==> config.mk <==
export PLATFORM = sky130hd
export DESIGN_NAME = stack_arbiter
export DESIGN_NICKNAME = d
export VERILOG_FILES = /design/src/rtl/stack_arbiter.sv
export SDC_FILE = /design/constraint.sdc
export NUM_CORES = 1
export LEC_CHECK = 0
export ABC_AREA = 1
export CAP_MARGIN = 15
export CORE_UTILIZATION = 44
export CTS_CLUSTER_SIZE = 25
export DETAILED_ROUTE_END_ITERATION = 16
export GPL_TIMING_DRIVEN = 0
export PLACE_DENSITY = 0.94
export SYNTH_ARGS = -nofsm -noshare
export SYNTH_HDL_FRONTEND = slang
export SYNTH_SLANG_ARGS = --single-unit
==> constraint.sdc <==
create_clock -name clk -period 2.2 [get_ports clk]
set_clock_uncertainty 0.2 [all_clocks]
set_input_delay 0.44 -clock clk [delete_from_list [all_inputs] [get_ports clk]]
set_output_delay 0.44 -clock clk [all_outputs]
set_load 0.02 [all_outputs]
==> src/rtl/stack_arbiter.sv <==
// stack_arbiter: round-robin two-client push/pop sequencer for a shared LIFO stack
module stack_arbiter #(
   parameter int B = 8
) (
   input  logic         clk,
   input  logic         reset,
   input  logic         req0,
   input  logic         op0,
   input  logic [B-1:0] wdata0,
   output logic         ack0,
   output logic [B-1:0] rdata0,
   output logic         err0,
   input  logic         req1,
   input  logic         op1,
   input  logic [B-1:0] wdata1,
   output logic         ack1,
   output logic [B-1:0] rdata1,
   output logic         err1,
   output logic         stk_push,
   output logic         stk_pop,
   output logic [B-1:0] stk_w_data,
   input  logic [B-1:0] stk_r_data,
   input  logic         stk_full,
   input  logic         stk_empty,
   output logic         busy
);
   typedef enum logic [1:0] {IDLE, ISSUE, ACK} state_t;
   state_t       state_q;
   logic         gnt_q, op_q, last_q;
   logic [B-1:0] wdata_q;
   logic         ack0_q, ack1_q, err0_q, err1_q;
   logic [B-1:0] rdata0_q, rdata1_q;
   logic         gnt_d, err_d;
   logic [B-1:0] rd_d;
   // grant winner, error flag and captured pop data for the operation in flight
   always_comb begin
      gnt_d = (req0 & req1) ? ~last_q : req1;
      err_d = op_q ? stk_full : stk_empty;
      rd_d  = (~op_q & ~stk_empty) ? stk_r_data : '0;
   end
   // IDLE -> ISSUE -> ACK sequencer; ack/rdata/err are registered and live only in ACK
   always_ff @(posedge clk or posedge reset) begin
      if (reset) begin
         state_q  <= IDLE;
         gnt_q    <= 1'b0;
         op_q     <= 1'b0;
         last_q   <= 1'b1;
         wdata_q  <= '0;
         ack0_q   <= 1'b0;
         ack1_q   <= 1'b0;
         err0_q   <= 1'b0;
         err1_q   <= 1'b0;
         rdata0_q <= '0;
         rdata1_q <= '0;
      end else begin
         ack0_q   <= 1'b0;
         ack1_q   <= 1'b0;
         err0_q   <= 1'b0;
         err1_q   <= 1'b0;
         rdata0_q <= '0;
         rdata1_q <= '0;
         case (state_q)
            IDLE: if (req0 | req1) begin
               gnt_q   <= gnt_d;
               last_q  <= gnt_d;
               op_q    <= gnt_d ? op1 : op0;
               wdata_q <= gnt_d ? wdata1 : wdata0;
               state_q <= ISSUE;
            end
            ISSUE: begin
               ack0_q   <= ~gnt_q;
               ack1_q   <= gnt_q;
               err0_q   <= ~gnt_q & err_d;
               err1_q   <= gnt_q & err_d;
               rdata0_q <= gnt_q ? '0 : rd_d;
               rdata1_q <= gnt_q ? rd_d : '0;
               state_q  <= ACK;
            end
            default: state_q <= IDLE;
         endcase
      end
   end
   assign stk_push   = (state_q == ISSUE) & op_q & ~stk_full;
   assign stk_pop    = (state_q == ISSUE) & ~op_q & ~stk_empty;
   assign stk_w_data = (state_q == ISSUE) ? wdata_q : '0;
   assign busy       = state_q != IDLE;
   assign ack0       = ack0_q;
   assign ack1       = ack1_q;
   assign err0       = err0_q;
   assign err1       = err1_q;
   assign rdata0     = rdata0_q;
   assign rdata1     = rdata1_q;
endmodule

==> results of run 1 <==
==> cells in the final DEF (no fill, tap or decap), types with 4 or more instances in the layout <==
cell	n
clkdlybuf4s50_1	51
nand2_1	39
inv_1	32
dfrtp_1	32
nor2_1	28
nand3_1	18
clkbuf_4	5
clkbuf_2	5
inv_2	4
==> worst min path at each step <==
stage / end / cells past startpoint / start / slack [ps]
after floorplan: last_q / 2 / last_q / 240
after global placement: last_q / 2 / last_q / 250
after detailed placement: last_q / 2 / last_q / 260
after CTS: ack0 / 2 / reset / 270
after global routing: last_q / 2 / last_q / 290
final: ack0 / 2 / reset / 270
==> report_power, final <==
part	switching [mW]	internal [mW]
clock network	0.199	0.271
logic	0.574	0.370
registers	0.0827	0.778
==> worst reg2reg max path, delay by kind of cell (launching register included) <==
kind / cells / cell delay, ps
and+or+nand+nor: 5 / 540
DFF: 1 / 540
==> routing by layer <==
metal / GRT usage [%] / vias up / wire length [um]
met5: 0 / - / 0
met4: 9.524 / 0 / 57
met3: 7.813 / 5 / 243
met2: 37.11 / 60 / 1479
met1: 19.85 / 561 / 1187
li1: - / 636 / -
==> registers in the layout (all words and copies together), names as in the netlist <==
name,flops
rdata0,8
wdata_q,8
ack1,1
state_q,2
gnt_q,1
last_q,1
op_q,1
rdata1,8
err1,1
err0,1
ack0,1
==> cell families after synthesis <==
| family | after synthesis | synth area share [%] |
|---|---|---|
| AND/OR/NAND/NOR | 93 | 28.73 |
| buffers and inverters | 39 | 11.22 |
| AO/OA/AOI/OAI | 2 | 0.7182 |
| flip-flops | 33 | 59.34 |
==> final cells by class <==
cell class	instances	area (sq um)	area share, %
flip-flops and latches	33	827.0	38.19
repair buffers	64	626.9	28.94
multi-input cells	95	415.4	19.18
inverters	36	135.1	6.239
clock buffers	7	55.05	2.542
well taps	44	55.05	2.542
clock inverters	1	30.03	1.386
plain buffers	3	21.27	0.9821
==> repair_timing <==
item,4_1_cts,5_1_grt
buffers inserted,0,1
setup endpoints to repair,10,10
pin swaps,1,1
gates resized for setup,13,16
==> out/qor.yml, run 1 <==
clock_tree:
  cts-root-buf: "clkbuf_4"
  htreeDepth: 2
  cts_hold_buf: 0
  cts_buffer_depth: 2
  cts_num_sinks: 33
  path_clk_slew_ps: 100
  cts_inserted_buffers: 5
  insertion_delay_ps: 340
  cts_tree: "yes"
setup_path:
  path_delay_family: "buffers and inverters"
  crit_path_start_kind: "flip-flop"
  cp.required_ps: 1560
  critical_path_arrival_ps: 1480
  crit_path_max_fanout: 10
  cp.depth: 4
  cp-endpoint: "stk_w_data[7]"
  cp_slowest_stage_delay_ps: 430
  startpoint: "state_q[1]"
  r2r_start: "last_q"
  worst-path-buf-inv: 2
  critPathKind: "flip-flop to output port"
  crit_chain: "nor2_4, inv_2, nor2_1, dlygate4sd2_1"
  rr_worst_depth: 5
  cp-end-kind: "output port"
  crit_slowest_cell: "dfrtp_1"
  r2r_slack_ps: 800
  r2r-end: "op_q"
logic_synthesis:
  synth.top_cell.area_share_pct: 57.45
  async_reset_ff_share_pct: 100.0
  synth_top_cell_by_area: "dfrtp_1"
  ys_seq_elements: 33
  synth.cell_area_sq_um: 1394
  syn_nets: 199
  yosys_warnings: 0
  synth_common_cells: "nand2_1 (39), dfrtp_1 (32), inv_1 (32)"
  yosysSeqAreaShare_pct: 59.34
  avgSynthCellArea_sq_um: 8.346
  synth_cells: 167
  synth.most_common_cell: "nand2_1"
  synth_area_leaders: "dfrtp_1 (57%), nand2_1 (11%), inv_1 (8.6%), nor2_1 (7.5%), nand3_1 (6.5%)"
  ys.flop_type: "dfrtp_1"
  synth-edff-count: 0
  synth.distinct_cells: 15
grt:
  grt_pass1_vias: 1229
  antenna_found_initial: 0
  grt_overflow: 0
  grt_usage_pct: 20.25
  grt_max_degree: 20
  grt_pass1_wl_um: 4905
placement:
  placed_cells: 274
  place_area_sq_um: 2097
  port_buffers: 62
  place_congestion: 0.7054
  pre_cts_ws_ps: -429.0
  dp_hpwl_um: 2274
die:
  initial_utilization_pct: 46.03
  die_y_um: 58.29
  fp-row-count: 20
  coreArea_sq_um: 3028
  die-area_sq_um: 3397
  fp.dieW_um: 58.29
  num_io_pins: 63
final_layout:
  utilization_pct: 71.53
  fillCellCount: 242
  layout-drive-gt1-share_pct: 12.13
  syn_to_final_growth_pct: 55.39
  final_area_sq_um: 2166
  fin_nets: 270
  final_cell_count_no_fill: 283
  antenna_cells: 0
timing:
  relSlewSlack_pct: 59.20
  setup_violations: 0
  hold_slack_ps: 265.8
  hold_violations: 0
  clock.fmax_mhz: 472.2
  rsz0062_at_grt: "false"
  worst_pin_slew_ps: 611.3
  setup-tns-final_ps: 0
  slew_viol_final: 0
  finalCriticalPeriod_ps: 2118
  period_share_pct: 96.26
  worst_slack_ps: 82.31
detailed_routing:
  drt-vias-per-instance: 4.459
  wirelength_um: 2967
  ant_nets: 0
  route.detailed.drc: 0
  drtIter0Drc: 32
  drt-pass1-iter-count: 6
  dr_total_vias: 1262
  wire_per_inst_um: 10.48
pwr:
  p_leak_nw: 1.138
  peakVddDrop_uv: 545.9
  total_power_mw: 2.275
  cellPowerDensity_nw_per_um2: 1050
run_status:
  status: "finished clean"
job:
  max_cap_violations: 0
hold_path:
  hold_path_class: "input pin to asynchronous set/reset pin"
No activity file was read; power rests on OpenSTA's default activity.
==> run 2: changes to the inputs <==
CAP_MARGIN = 10   (was 15)
CORE_MARGIN = 3   (was default)
GPL_TIMING_DRIVEN = 1   (was 0)
==> out/qor.yml, run 2 (synthesis gave the netlist of run 1 again) <==
setup_path:
  worst-path-buf-inv: 2
  cp.required_ps: 1560
  crit_path_max_fanout: 10
  path_delay_family: "flip-flops"
  crit_slowest_cell: "dfrtp_1"
  crit_path_start_kind: "flip-flop"
  crit_chain: "nor2_4, inv_2, nor2_1, clkdlybuf4s15_1"
  critical_path_arrival_ps: 1470
  cp_slowest_stage_delay_ps: 430
  rr_worst_depth: 6
  critPathKind: "flip-flop to output port"
  cp.depth: 4
  cp-end-kind: "output port"
grt:
  grt_usage_pct: 17.62
  grt_max_degree: 34
  grt_pass1_vias: 1212
  grt_pass1_wl_um: 5250
  grt_overflow: 0
  antenna_found_initial: 0
clock_tree:
  cts_buffer_depth: 2
  cts-root-buf: "clkbuf_4"
  htreeDepth: 2
  cts_num_sinks: 33
  path_clk_slew_ps: 100
  cts_tree: "yes"
  insertion_delay_ps: 330
  cts_hold_buf: 0
  cts_inserted_buffers: 5
pwr:
  p_leak_nw: 1.111
  total_power_mw: 2.097
  cellPowerDensity_nw_per_um2: 999.5
  peakVddDrop_uv: 598.4
final_layout:
  final_common_cell: "clkdlybuf4s50_1"
  antenna_cells: 0
  final_cell_mix: "clkdlybuf4s50_1 (51), nand2_1 (39), inv_1 (32), dfrtp_1 (32), nor2_1 (28)"
  fin_nets: 269
  syn_to_final_growth_pct: 50.54
  utilization_pct: 72.94
  layout-drive-gt1-share_pct: 11.76
  fillCellCount: 209
  final_cell_count_no_fill: 280
detailed_routing:
  ant_nets: 0
  dr_total_vias: 1290
  drtIter0Drc: 76
  wirelength_um: 3152
  drt-vias-per-instance: 4.607
  wire_per_inst_um: 11.26
  route.detailed.drc: 0
  drt-pass1-iter-count: 4
die:
  fp-row-count: 19
  fp.dieW_um: 62.29
  die-area_sq_um: 3879
  initial_utilization_pct: 48.46
  coreArea_sq_um: 2877
  die_y_um: 62.29
  num_io_pins: 63
timing:
  slew_viol_final: 0
  finalCriticalPeriod_ps: 2111
  setup_violations: 0
  worst_pin_slew_ps: 401.7
  period_share_pct: 95.94
  worst_slack_ps: 89.32
  clock.fmax_mhz: 473.8
  hold_violations: 0
  hold_slack_ps: 279.6
  relSlewSlack_pct: 73.22
  rsz0062_at_grt: "false"
placement:
  placed_cells: 272
  dp_hpwl_um: 2412
  place_congestion: 0.7557
  port_buffers: 62
  pre_cts_ws_ps: -192.3
hold_path:
  hold_path_class: "input pin to asynchronous set/reset pin"
run_status:
  status: "finished clean"
job:
  max_cap_violations: 0
## run 2: per-stage QoR
step	area [sq um]	setup TNS, ps
floorplan	1394	0
global placement	2076	-296.6
detailed placement	2076	-288.9
CTS	2116	0
global route	2098	0
finish	2098	0
## run 2: layer usage
layer / wire (um) / global-route usage [%] / up-vias / share of wire, %
met2: 1499 / 30.11 / 75 / 48
met5: 0 / 0 / - / 0
met3: 295 / 6.486 / 4 / 9.4
met1: 1314 / 19.48 / 579 / 42
li1: - / - / 632 / -
met4: 42 / 8.264 / 0 / 1.3
## run 2: cell type report
cell class,instances,area (sq um),area share [%]
flip-flops and latches,33,827.0,39.42
repair buffers,66,621.8,29.64
multi-input cells,95,410.4,19.56
inverters,36,135.1,6.440
well taps,42,52.55,2.504
clock buffers,6,41.29,1.968
clock inverters,2,10.01,0.4770
## run 2: worst reg2reg max path: stages, from the launching register on
cell and delay, ps:
dfrtp_1 430, inv_2 80, nand2_2 70, nor2_4 250, inv_2 160, nand2_1 100, nand2_1 50
## run 2: path summary, 6_finish.rpt
kind | start | slack (ps) | end
min in group clk | last_q | 280 | last_q
worst max register to register | state_q[1] | 770 | wdata_q[6]
max in group asynchronous | reset | 1190 | last_q
worst min register to register | last_q | 280 | last_q
worst min-delay path | reset | 280 | err1
worst max-delay path | state_q[1] | 90 | stk_w_data[1]
## run 2: power breakdown
group,internal [mW],switching (mW),total [mW]
combinational,0.350,0.568,0.918
sequential,0.778,0.0849,0.863
clock,0.122,0.195,0.317
total,1.25,0.848,2.10
## run 2: timing repair
action	in CTS	in global routing
setup endpoints to repair	10	10
pin swaps	0	0
gates resized for setup	11	16
buffers inserted	0	0
